$ cat config.mk
export PLATFORM = sky130hd
export DESIGN_NAME = ahb2wb_burst_flat
export DESIGN_NICKNAME = d
export VERILOG_FILES = /design/src/rtl/ahb2wb_burst_if.sv /design/src/rtl/ahb2wb_burst.sv /design/src/flat_wrapper.sv
export SDC_FILE = /design/constraint.sdc
export NUM_CORES = 1
export LEC_CHECK = 0
export ABC_AREA = 1
export BUFFER_PORTS_ARGS = -buffer_cell sky130_fd_sc_hd__buf_2
export CAP_MARGIN = 20
export CORE_UTILIZATION = 45
export CTS_CLUSTER_SIZE = 25
export DETAILED_ROUTE_END_ITERATION = 6
export GPL_TIMING_DRIVEN = 1
export PLACE_DENSITY = 0.8
export SYNTH_ARGS = -nofsm -noshare
export SYNTH_HDL_FRONTEND = slang
export SYNTH_SLANG_ARGS = --single-unit
$ cat constraint.sdc
create_clock -name clk_i -period 2.2 [get_ports clk_i]
set_clock_uncertainty 0.2 [all_clocks]
set_input_delay 0.22 -clock clk_i [delete_from_list [all_inputs] [get_ports clk_i]]
set_output_delay 0.22 -clock clk_i [all_outputs]
set_load 0.01 [all_outputs]
$ cat src/rtl/ahb2wb_burst_if.sv
// Bus bundle for the AHB-Lite to Wishbone B3 burst bridge: AHB address/data
// phase signals on one side, Wishbone master signals on the other.
interface ahb2wb_burst_if #(
    parameter int AWIDTH = 32,
    parameter int DWIDTH = 32
);
    // AHB-Lite side
    logic                hsel;
    logic [1:0]          htrans;
    logic                hwrite;
    logic [2:0]          hsize;
    logic [2:0]          hburst;
    logic [AWIDTH-1:0]   haddr;
    logic [DWIDTH-1:0]   hwdata;
    logic [DWIDTH-1:0]   hrdata;
    logic                hready;
    logic [1:0]          hresp;
    // Wishbone side
    logic [AWIDTH-1:0]   adr_o;
    logic [DWIDTH-1:0]   dat_o;
    logic [DWIDTH-1:0]   dat_i;
    logic [DWIDTH/8-1:0] sel_o;
    logic                we_o;
    logic                cyc_o;
    logic                stb_o;
    logic [2:0]          cti_o;
    logic [1:0]          bte_o;
    logic                ack_i;
    logic                err_i;

    // Bridge view: AHB slave towards the fabric, Wishbone master towards the peripheral.
    modport slave (
        input  hsel, htrans, hwrite, hsize, hburst, haddr, hwdata, dat_i, ack_i, err_i,
        output hrdata, hready, hresp, adr_o, dat_o, sel_o, we_o, cyc_o, stb_o, cti_o, bte_o
    );

    // Environment view: the AHB master plus the Wishbone slave.
    modport master (
        output hsel, htrans, hwrite, hsize, hburst, haddr, hwdata, dat_i, ack_i, err_i,
        input  hrdata, hready, hresp, adr_o, dat_o, sel_o, we_o, cyc_o, stb_o, cti_o, bte_o
    );
endinterface

$ cat src/rtl/ahb2wb_burst.sv
// AHB-Lite slave to Wishbone B3 master bridge with burst tagging (cti/bte),
// byte-lane selects from hsize, err_i mapped to a two-cycle AHB ERROR and an
// ack watchdog. One transfer is outstanding at a time.
module ahb2wb_burst #(
    parameter int AWIDTH  = 32,
    parameter int DWIDTH  = 32,
    parameter int TIMEOUT = 255
) (
    input  logic          clk_i,
    input  logic          rst_i,
    ahb2wb_burst_if.slave bus
);
    localparam int NLANE = DWIDTH / 8;
    localparam int LW    = $clog2(NLANE);
    localparam int WDW   = (TIMEOUT > 1) ? $clog2(TIMEOUT + 1) : 1;
    localparam logic [WDW-1:0] WD_LAST = WDW'((TIMEOUT > 0) ? TIMEOUT - 1 : 0);

    localparam logic [1:0] HTRANS_BUSY   = 2'b01;
    localparam logic [1:0] HTRANS_NONSEQ = 2'b10;
    localparam logic [1:0] RESP_OKAY     = 2'b00;
    localparam logic [1:0] RESP_ERROR    = 2'b01;
    localparam logic [2:0] CTI_CLASSIC   = 3'b000;
    localparam logic [2:0] CTI_INCR      = 3'b010;
    localparam logic [2:0] CTI_END       = 3'b111;

    typedef enum logic [2:0] {S_IDLE, S_ACCESS, S_DONE, S_HOLD, S_ERR1, S_ERR2} state_t;

    state_t            state_q, state_d;
    logic [AWIDTH-1:0] adr_q, adr_d;
    logic [NLANE-1:0]  sel_q, sel_d;
    logic              we_q, we_d;
    logic              cyc_q, cyc_d;
    logic              stb_q, stb_d;
    logic [2:0]        cti_q, cti_d;
    logic [1:0]        bte_q, bte_d;
    logic [DWIDTH-1:0] hrdata_q, hrdata_d;
    logic              hready_q, hready_d;
    logic [1:0]        hresp_q, hresp_d;
    logic [4:0]        beats_q, beats_d;
    logic [WDW-1:0]    wd_q, wd_d;

    logic       accept;
    logic       oversize;
    logic       fixed_burst;
    logic [4:0] beats_nxt;

    // Lanes [lo +: 2^size] with lo aligned down to the transfer size, little-endian.
    function automatic logic [NLANE-1:0] lane_mask(input logic [LW-1:0] lo, input logic [2:0] size);
        logic [NLANE-1:0] m;
        int span;
        int base;
        span = 1 << int'(size);
        base = int'(lo) & ~(span - 1);
        m    = '0;
        for (int i = 0; i < NLANE; i++) begin
            m[i] = (i >= base) && (i < base + span);
        end
        return m;
    endfunction

    // Beat count of fixed-length bursts; SINGLE and INCR are open-ended (0).
    function automatic logic [4:0] burst_len(input logic [2:0] hb);
        logic [4:0] n;
        case (hb[2:1])
            2'b01:   n = 5'd4;
            2'b10:   n = 5'd8;
            2'b11:   n = 5'd16;
            default: n = 5'd0;
        endcase
        return n;
    endfunction

    assign accept      = bus.hsel && hready_q && bus.htrans[1] &&
                         (state_q inside {S_IDLE, S_DONE, S_HOLD});
    assign oversize    = (bus.hsize > 3'(LW));
    assign fixed_burst = (bus.hburst[2:1] != 2'b00);
    assign beats_nxt   = (bus.htrans == HTRANS_NONSEQ) ? burst_len(bus.hburst) : beats_q;

    // State register and all registered bus outputs.
    always_ff @(posedge clk_i) begin
        // NOTE: non-blocking assignments so every register samples pre-edge values.
        if (rst_i) begin
            state_q  <= S_IDLE;
            adr_q    <= '0;
            sel_q    <= '0;
            we_q     <= 1'b0;
            cyc_q    <= 1'b0;
            stb_q    <= 1'b0;
            cti_q    <= CTI_CLASSIC;
            bte_q    <= 2'b00;
            hrdata_q <= '0;
            hready_q <= 1'b1;
            hresp_q  <= RESP_OKAY;
            beats_q  <= '0;
            wd_q     <= '0;
        end else begin
            state_q  <= state_d;
            adr_q    <= adr_d;
            sel_q    <= sel_d;
            we_q     <= we_d;
            cyc_q    <= cyc_d;
            stb_q    <= stb_d;
            cti_q    <= cti_d;
            bte_q    <= bte_d;
            hrdata_q <= hrdata_d;
            hready_q <= hready_d;
            hresp_q  <= hresp_d;
            beats_q  <= beats_d;
            wd_q     <= wd_d;
        end
    end

    // Next-state and next-output logic for the bridge FSM.
    always_comb begin
        // NOTE: every _d gets a default first, so no path can infer a latch.
        state_d  = state_q;
        adr_d    = adr_q;
        sel_d    = sel_q;
        we_d     = we_q;
        cyc_d    = cyc_q;
        stb_d    = stb_q;
        cti_d    = cti_q;
        bte_d    = bte_q;
        hrdata_d = hrdata_q;
        hready_d = hready_q;
        hresp_d  = hresp_q;
        beats_d  = beats_q;
        wd_d     = wd_q;

        unique case (state_q)
            S_IDLE, S_DONE, S_HOLD: begin
                if (accept) begin
                    adr_d   = bus.haddr;
                    we_d    = bus.hwrite;
                    sel_d   = lane_mask(bus.haddr[LW-1:0], bus.hsize);
                    beats_d = beats_nxt;
                    wd_d    = '0;
                    if (!fixed_burst)         cti_d = CTI_CLASSIC;
                    else if (beats_nxt == 1)  cti_d = CTI_END;
                    else                      cti_d = CTI_INCR;
                    case (bus.hburst)
                        3'b010:  bte_d = 2'b01;
                        3'b100:  bte_d = 2'b10;
                        3'b110:  bte_d = 2'b11;
                        default: bte_d = 2'b00;
                    endcase
                    hready_d = 1'b0;
                    if (oversize) begin
                        // Too wide for the bus: answer with ERROR, never touch Wishbone.
                        state_d = S_ERR1;
                        cyc_d   = 1'b0;
                        stb_d   = 1'b0;
                        hresp_d = RESP_ERROR;
                    end else begin
                        state_d = S_ACCESS;
                        cyc_d   = 1'b1;
                        stb_d   = 1'b1;
                        hresp_d = RESP_OKAY;
                    end
                end else if (state_q != S_IDLE && bus.hsel && bus.htrans == HTRANS_BUSY) begin
                    // Burst paused: keep the Wishbone cycle open without strobing.
                    state_d = S_HOLD;
                    stb_d   = 1'b0;
                end else if (state_q != S_IDLE) begin
                    state_d = S_IDLE;
                    cyc_d   = 1'b0;
                    stb_d   = 1'b0;
                end
            end
            S_ACCESS: begin
                if (bus.err_i) begin
                    state_d = S_ERR1;
                    cyc_d   = 1'b0;
                    stb_d   = 1'b0;
                    hresp_d = RESP_ERROR;
                end else if (bus.ack_i) begin
                    state_d  = S_DONE;
                    stb_d    = 1'b0;
                    hready_d = 1'b1;
                    hresp_d  = RESP_OKAY;
                    hrdata_d = bus.dat_i;
                    if (beats_q != 0) beats_d = beats_q - 5'd1;
                end else if (TIMEOUT != 0 && wd_q == WD_LAST) begin
                    // Slave is unresponsive: abort the cycle and report ERROR.
                    state_d = S_ERR1;
                    cyc_d   = 1'b0;
                    stb_d   = 1'b0;
                    hresp_d = RESP_ERROR;
                end else begin
                    wd_d = wd_q + WDW'(1);
                end
            end
            S_ERR1: begin
                state_d  = S_ERR2;
                hready_d = 1'b1;
                hresp_d  = RESP_ERROR;
            end
            S_ERR2: begin
                state_d  = S_IDLE;
                hready_d = 1'b1;
                hresp_d  = RESP_OKAY;
            end
            default: begin
                state_d  = S_IDLE;
                cyc_d    = 1'b0;
                stb_d    = 1'b0;
                hready_d = 1'b1;
                hresp_d  = RESP_OKAY;
            end
        endcase
    end

    assign bus.hrdata = hrdata_q;
    assign bus.hready = hready_q;
    assign bus.hresp  = hresp_q;
    assign bus.adr_o  = adr_q;
    assign bus.dat_o  = bus.hwdata;
    assign bus.sel_o  = sel_q;
    assign bus.we_o   = we_q;
    assign bus.cyc_o  = cyc_q;
    assign bus.stb_o  = stb_q;
    assign bus.cti_o  = cti_q;
    assign bus.bte_o  = bte_q;
endmodule

$ cat src/flat_wrapper.sv
// flat-port wrapper written by rule: the top's interface ports become plain ports
module ahb2wb_burst_flat 
#(
    parameter int AWIDTH  = 32,
    parameter int DWIDTH  = 32,
    parameter int TIMEOUT = 255
)
  (clk_i, rst_i, bus_hsel, bus_htrans, bus_hwrite, bus_hsize, bus_hburst, bus_haddr, bus_hwdata, bus_dat_i, bus_ack_i, bus_err_i, bus_hrdata, bus_hready, bus_hresp, bus_adr_o, bus_dat_o, bus_sel_o, bus_we_o, bus_cyc_o, bus_stb_o, bus_cti_o, bus_bte_o);
  ahb2wb_burst_if #(.AWIDTH(AWIDTH), .DWIDTH(DWIDTH)) bus_i ();
  input  logic clk_i;
  input  logic rst_i;
  input wire logic [$bits(bus_i.hsel)-1:0] bus_hsel;
  input wire logic [$bits(bus_i.htrans)-1:0] bus_htrans;
  input wire logic [$bits(bus_i.hwrite)-1:0] bus_hwrite;
  input wire logic [$bits(bus_i.hsize)-1:0] bus_hsize;
  input wire logic [$bits(bus_i.hburst)-1:0] bus_hburst;
  input wire logic [$bits(bus_i.haddr)-1:0] bus_haddr;
  input wire logic [$bits(bus_i.hwdata)-1:0] bus_hwdata;
  input wire logic [$bits(bus_i.dat_i)-1:0] bus_dat_i;
  input wire logic [$bits(bus_i.ack_i)-1:0] bus_ack_i;
  input wire logic [$bits(bus_i.err_i)-1:0] bus_err_i;
  output wire logic [$bits(bus_i.hrdata)-1:0] bus_hrdata;
  output wire logic [$bits(bus_i.hready)-1:0] bus_hready;
  output wire logic [$bits(bus_i.hresp)-1:0] bus_hresp;
  output wire logic [$bits(bus_i.adr_o)-1:0] bus_adr_o;
  output wire logic [$bits(bus_i.dat_o)-1:0] bus_dat_o;
  output wire logic [$bits(bus_i.sel_o)-1:0] bus_sel_o;
  output wire logic [$bits(bus_i.we_o)-1:0] bus_we_o;
  output wire logic [$bits(bus_i.cyc_o)-1:0] bus_cyc_o;
  output wire logic [$bits(bus_i.stb_o)-1:0] bus_stb_o;
  output wire logic [$bits(bus_i.cti_o)-1:0] bus_cti_o;
  output wire logic [$bits(bus_i.bte_o)-1:0] bus_bte_o;
  assign bus_i.hsel = bus_hsel;
  assign bus_i.htrans = bus_htrans;
  assign bus_i.hwrite = bus_hwrite;
  assign bus_i.hsize = bus_hsize;
  assign bus_i.hburst = bus_hburst;
  assign bus_i.haddr = bus_haddr;
  assign bus_i.hwdata = bus_hwdata;
  assign bus_i.dat_i = bus_dat_i;
  assign bus_i.ack_i = bus_ack_i;
  assign bus_i.err_i = bus_err_i;
  assign bus_hrdata = bus_i.hrdata;
  assign bus_hready = bus_i.hready;
  assign bus_hresp = bus_i.hresp;
  assign bus_adr_o = bus_i.adr_o;
  assign bus_dat_o = bus_i.dat_o;
  assign bus_sel_o = bus_i.sel_o;
  assign bus_we_o = bus_i.we_o;
  assign bus_cyc_o = bus_i.cyc_o;
  assign bus_stb_o = bus_i.stb_o;
  assign bus_cti_o = bus_i.cti_o;
  assign bus_bte_o = bus_i.bte_o;
  ahb2wb_burst #(.AWIDTH(AWIDTH), .DWIDTH(DWIDTH), .TIMEOUT(TIMEOUT)) u_core (.clk_i(clk_i), .rst_i(rst_i), .bus(bus_i));
endmodule
Yosys cells after proc, flatten, opt, wreduce, memory -nomap -nowiden

Index checks and enable logic that the tools add are counted.
W data, S select, Z words.

Input port bits: 110
Bits in registers: 95
Output and inout port bits: 111
Word-level logic and storage cells: 130

$lt $le $gt $ge: 9
Bitwise gates (word level): 4
Add/sub/neg operators: 4
Reductions and logical operators: 26
Equality and inequality tests: 27
Muxes and demuxes: 46
Shifts and indexed selects: 1

Operators by type and width:

| kind                    | number |
|---|---|
| $ge A3 B32 Y1 const A   | 2 |
| $lt A3 B32 Y1 const A   | 2 |
| $add A32 B32 Y32        | 1 |
| $and A3 B32 Y32         | 1 |
| $ge A1 B32 Y1 const A   | 1 |
| $ge A2 B32 Y1 const A   | 1 |
| $lt A1 B32 Y1 const A   | 1 |
| $lt A2 B32 Y1 const A   | 1 |
| $mux W8                 | 4 |
| $not A32 Y32            | 1 |
| $shl A1 B3 Y32 const A  | 1 |
| $sub A32 B2 Y32 const B | 1 |
| $mux W3                 | 9 |
| $mux W5                 | 5 |
| $pmux W8 S2             | 1 |
| $mux W1                 | 15 |
| $pmux W5 S3             | 1 |
| $reduce_and A5 Y1       | 3 |
| $eq A3 B3 Y1 const B    | 4 |
| $pmux W2 S3             | 2 |
| $pmux W5 S2             | 1 |
| $eq A3 B2 Y1 const B    | 3 |
| $logic_and A1 B1 Y1     | 9 |
| $pmux W3 S3             | 1 |
| other kinds (27)        | 46 |

Longest topological paths before layout

Depth after elaboration: 7
Mapped depth: 12
Gate-level depth less buffers: 12

Worst setup path before layout

OpenSTA, ideal clock, no wires.

Path type: reg2reg
Start point: register u_core.wd_q[0]
End point: register u_core.wd_q[7]
Buffers on the path: 0
Period minus slack after synthesis: 1.575 ns
Data arrival time: 1.247 ns
Stages on the path, launching flop included: 13
Setup time: 0.128 ns
Path slack: 0.625 ns
Required time: 1.872 ns
Cells stage by stage: dfxtp_1 -> inv_1 -> ha_1 -> nand2_1 -> nor2_1 -> nand2_2 -> nand2_1 -> nand2_1 -> nand2_4 -> inv_4 -> nor2_2 -> nor2_1 -> nor2_1

Word-level cells in the longest chain between the ends: 5
Elaborated cells between the ends (all ways): 8
Those cells by class: add/sub (1); eq/ne (2); mux (4); reduce/logical (1)

RTL lines:

| item                   | RTL line            | RTL |
|---|---|---|
| start, declared        | ahb2wb_burst.sv:40  | `logic [WDW-1:0] wd_q, wd_d;` |
| start signal, assigned | ahb2wb_burst.sv:109 | `wd_q <= wd_d;` |
| $add A8 B1 Y8          | ahb2wb_burst.sv:190 | `wd_d = wd_q + WDW'(1);` |
| $mux W8                | ahb2wb_burst.sv:183 | `end else if (TIMEOUT != 0 && wd_q == WD_LAST) begin` |
| $mux W8                | ahb2wb_burst.sv:176 | `end else if (bus.ack_i) begin` |
| $mux W8                | ahb2wb_burst.sv:171 | `if (bus.err_i) begin` |
| $pmux W8 S2            | ahb2wb_burst.sv:130 | `unique case (state_q)` |

Several ways; a longest one is shown, not always the timed one. The select of a mux whose other input is x is not followed.
A chain may end at the register's enable or synchronous reset.

Worst setup path after layout

Start point: register u_core.state_q[2]
End point: register u_core.bte_q[0] (netlist: u_core.bus.bte_o[0])

Word-level cells in the longest chain between the ends: 4
Elaborated cells between the ends (all ways): 7
Those cells by class: eq/ne (2); reduce/logical (5)

RTL lines:

| item                                                    | RTL line                                | RTL |
|---|---|---|
| start, declared                                         | ahb2wb_burst.sv:28                      | `state_t state_q, state_d;` |
| start signal, assigned                                  | ahb2wb_burst.sv:97                      | `state_q <= state_d;` |
| $eq A3 B2 Y1 / $logic_not A3 Y1 (equally long branches) | ahb2wb_burst.sv:74, ahb2wb_burst.sv:130 |  |
| $reduce_bool A3 Y1                                      | ahb2wb_burst.sv:74                      | `(state_q inside {S_IDLE, S_DONE, S_HOLD});` |
| $logic_and A1 B1 Y1                                     | ahb2wb_burst.sv:73                      | `assign accept = bus.hsel && hready_q && bus.htrans[1] &&` |
| $reduce_and A2 Y1 (no source line) *                    | n/a                                     |  |
| end signal, assigned                                    | ahb2wb_burst.sv:104                     | `bte_q <= bte_d;` |
| end, declared                                           | ahb2wb_burst.sv:35                      | `logic [1:0] bte_q, bte_d;` |

Mark *: on every way between the ends. The rest lies on a longest branch, timed or not.

==> results.sh <==
export IMPL_hold_viol_final=0
export IMPL_synthCells=586
export IMPL_period_needed_ns=1.88
export IMPL_rr_startpoint="u_core.state_q[2]"
export IMPL_clk_pin_slew_worst_paths_ns=0.09
export IMPL_outcome="finished clean"
export IMPL_die_x_um=98.6
export IMPL_drt_iter0_markers=167
export IMPL_drive_above_1_share_pct=25.7
export IMPL_yosysMostFrequentCell="nand2_1"
export IMPL_critPathRequiredTime_ns=2.26
export IMPL_nets=884
export IMPL_clock_path_buffers=2
export IMPL_drc_errors=0
export IMPL_leakage_nw=2.86
export IMPL_hold_end="u_core.wd_q[3]"
export IMPL_p_per_area_nw_per_um2=674
export IMPL_synth_cell_area_um2=4200
export IMPL_hp_class="in -> reg"
export IMPL_via_count=4405
export IMPL_reg2reg_to="u_core.bus.bte_o[0]"
export IMPL_first_pass_iters=5
export IMPL_critical_path_class="reg -> reg"
export IMPL_relSlewSlack_pct=57.6
export IMPL_hp_start="rst_i"
export IMPL_r2r_setup_slack_ns=0.32
export IMPL_root_buffer="clkbuf_8"
export IMPL_antenna_found_initial=0
export IMPL_grt_pass1_vias=4259
export IMPL_core_um2=8890
export IMPL_cts_htree_levels=3
export IMPL_worst_slew_pin_slew_ns=0.635
export IMPL_design_area_um2=5650
export IMPL_dp_hpwl_mm=7.64
export IMPL_ys_flop_type="dfxtp_1"
export IMPL_cts_buffers=9
export IMPL_fillers=735
export IMPL_start_util_pct=47.2
export IMPL_synth_top_area_share_pct=44.4
export IMPL_synth_cell_types=31
export IMPL_arrival_ns=1.94
export IMPL_grt_max_degree=56
export IMPL_gr_total_overflow=0
export IMPL_clock_latency_ns=0.37
export IMPL_post_cts_buffers=0
export IMPL_io_buffers=155
export IMPL_final_setup_tns_ns=0
export IMPL_syn_area_per_cell_um2=7.16
export IMPL_max_freq_mhz=532
export IMPL_routabilityCongestion=0.856
export IMPL_maxCapViolations=0
export IMPL_die_area_um2=9710
export IMPL_grt_pass1_wl_mm=18.9
export IMPL_clock_sinks=93
export IMPL_rsz0062_at_grt="no"
export IMPL_final_setup_worst_slack_ns=0.321
export IMPL_total_power_mw=3.81
export IMPL_crit_fanout=40
export IMPL_synth_top_area_cell="dfxtp_1"
export IMPL_cts_tree="yes"
export IMPL_vias_per_cell=4.99
export IMPL_netlist_top_cells_area="dfxtp_1, nand2_1, nor2_1"
export IMPL_ys_warn_count=0
export IMPL_rows=34
export IMPL_yosys_top_cells_count="nand2_1, nor2_1, dfxtp_1"
export IMPL_setup_viol=0
export IMPL_crit_path_start="u_core.state_q[2]"
export IMPL_routed_wl_mm=11.6
export IMPL_synth_edf_count=0
export IMPL_syn_nets=701
export IMPL_synth_seq_cells=93
export IMPL_pre_cts_ws_ns=0.276
export IMPL_slew_violations=0
export IMPL_hold_depth=3
export IMPL_syn_to_final_growth_pct=34.7
export IMPL_yosysSeqAreaShare_pct=44.4
export IMPL_wl_per_cell_um=13.2
export IMPL_io_pins=221
export IMPL_async_flop_share_pct=0
export IMPL_reg2regPathDepth=8
export IMPL_cp_start_kind="flip-flop"
export IMPL_drt_antenna_violating_nets=0
export IMPL_peakVddDrop_v=0.000349
export IMPL_critPathCaptureType="flip-flop"
export IMPL_grt_usage_pct=23.9
export IMPL_dpl_instance_area_um2=4800
export IMPL_antennaDiodeCount=0
export IMPL_period_share_pct=85.4
export IMPL_die_height_um=98.6
-- per-layer routing --
metal	GRT usage (%)	routed length (um)
met3	6.03	827
met2	45.1	5920
met1	25.8	4620
met4	8.50	248
met5	0	0
-- power by group --
group	leakage (nW)	internal, mW	switching [mW]	total [mW]
registers	0.755	1.81	0.0741	1.88
logic	2.02	0.362	0.508	0.871
clock network	0.0849	0.427	0.631	1.06
total	2.86	2.59	1.21	3.81
-- sequential cells by signal, indices dropped and copies added (netlist names) --
signal	cells
u_core.bus.hready	1
u_core.bus.hrdata	32
u_core.bus.hresp	1
u_core.bus.bte_o	2
u_core.wd_q	8
u_core.bus.cti_o	2
u_core.beats_q	5
u_core.bus.stb_o	1
u_core.bus.we_o	1
u_core.bus.cyc_o	1
u_core.bus.sel_o	4
u_core.bus.adr_o	32
u_core.state_q	3
-- cell type report --
cell class                      instances  area, um2  share of cell area [%]
Clock inverter                          5       42.5                   0.753
Clock buffer                           11        131                    2.33
Inverter                               38        145                    2.57
Tap cell                              108        135                    2.39
Sequential cell                        93       1860                    32.9
Timing Repair Buffer                  230       1520                    26.9
Multi-Input combinational cell        397       1810                    32.1
-- through the flow --
stage	instances	util [%]	hold slack, ns
2_1_floorplan	586	-	0.121
6_report	882	63.6	0.0588
5_1_grt	882	63.6	0.0816
4_1_cts	882	63.6	0.0533
3_5_place_dp	798	53.9	0.228
3_3_place_gp	798	53.9	0.222
-- how the worst max path moves through the flow --
stage / end / depth (start not counted)
final: u_core.bus.bte_o[0] / 8
after global routing: u_core.bus.sel_o[2] / 10
after CTS: u_core.bus.bte_o[0] / 8
after detailed placement: u_core.bus.sel_o[0] / 12
after global placement: u_core.bus.sel_o[0] / 12
after floorplan: u_core.bus.sel_o[0] / 11
-- critical path: stages (launching register included) --
cell	delay, ns
dfxtp_1	0.44
inv_2	0.09
nand2_1	0.10
inv_2	0.07
nand2_4	0.09
nand2_1	0.07
inv_2	0.48
nand2_1	0.12
o41ai_1	0.09
-- layout by cell type (no fill, tap or decap), types with 2 or more instances in the layout --
cell and instances:
a21oi_1 14, buf_2 155, buf_4 6, clkbuf_1 2, clkbuf_8 9, dfxtp_1 93
dlygate4sd3_1 68, ha_1 5, inv_1 31, inv_2 6, inv_6 3, nand2_1 131
nand2_2 6, nand2_4 2, nand3_1 53, nand4_1 5, nor2_1 113, nor2_2 4
nor3_1 2, o211ai_1 3, o21ai_0 46, xor2_1 4
-- cell families (layout without fill, tap and decap cells) --
kind of cell / after synthesis / after routing / share of synthesized area, %
flip-flops: 93 / 93 / 44.4
other: 1 / 1 / 0.0894
AND/OR/NAND/NOR: 319 / 319 / 32.2
XOR/XNOR: 5 / 5 / 1.04
buffers and inverters: 96 / 284 / 12.4
adder cells (fa/ha/maj): 5 / 5 / 1.49
AO/OA/AOI/OAI: 67 / 67 / 8.41
-- timing repair --
item,CTS,global route
endpoints found under the hold margin,68,0
hold buffers,68,0
resized for setup,0,0
(Power assumes the default switching activity.)
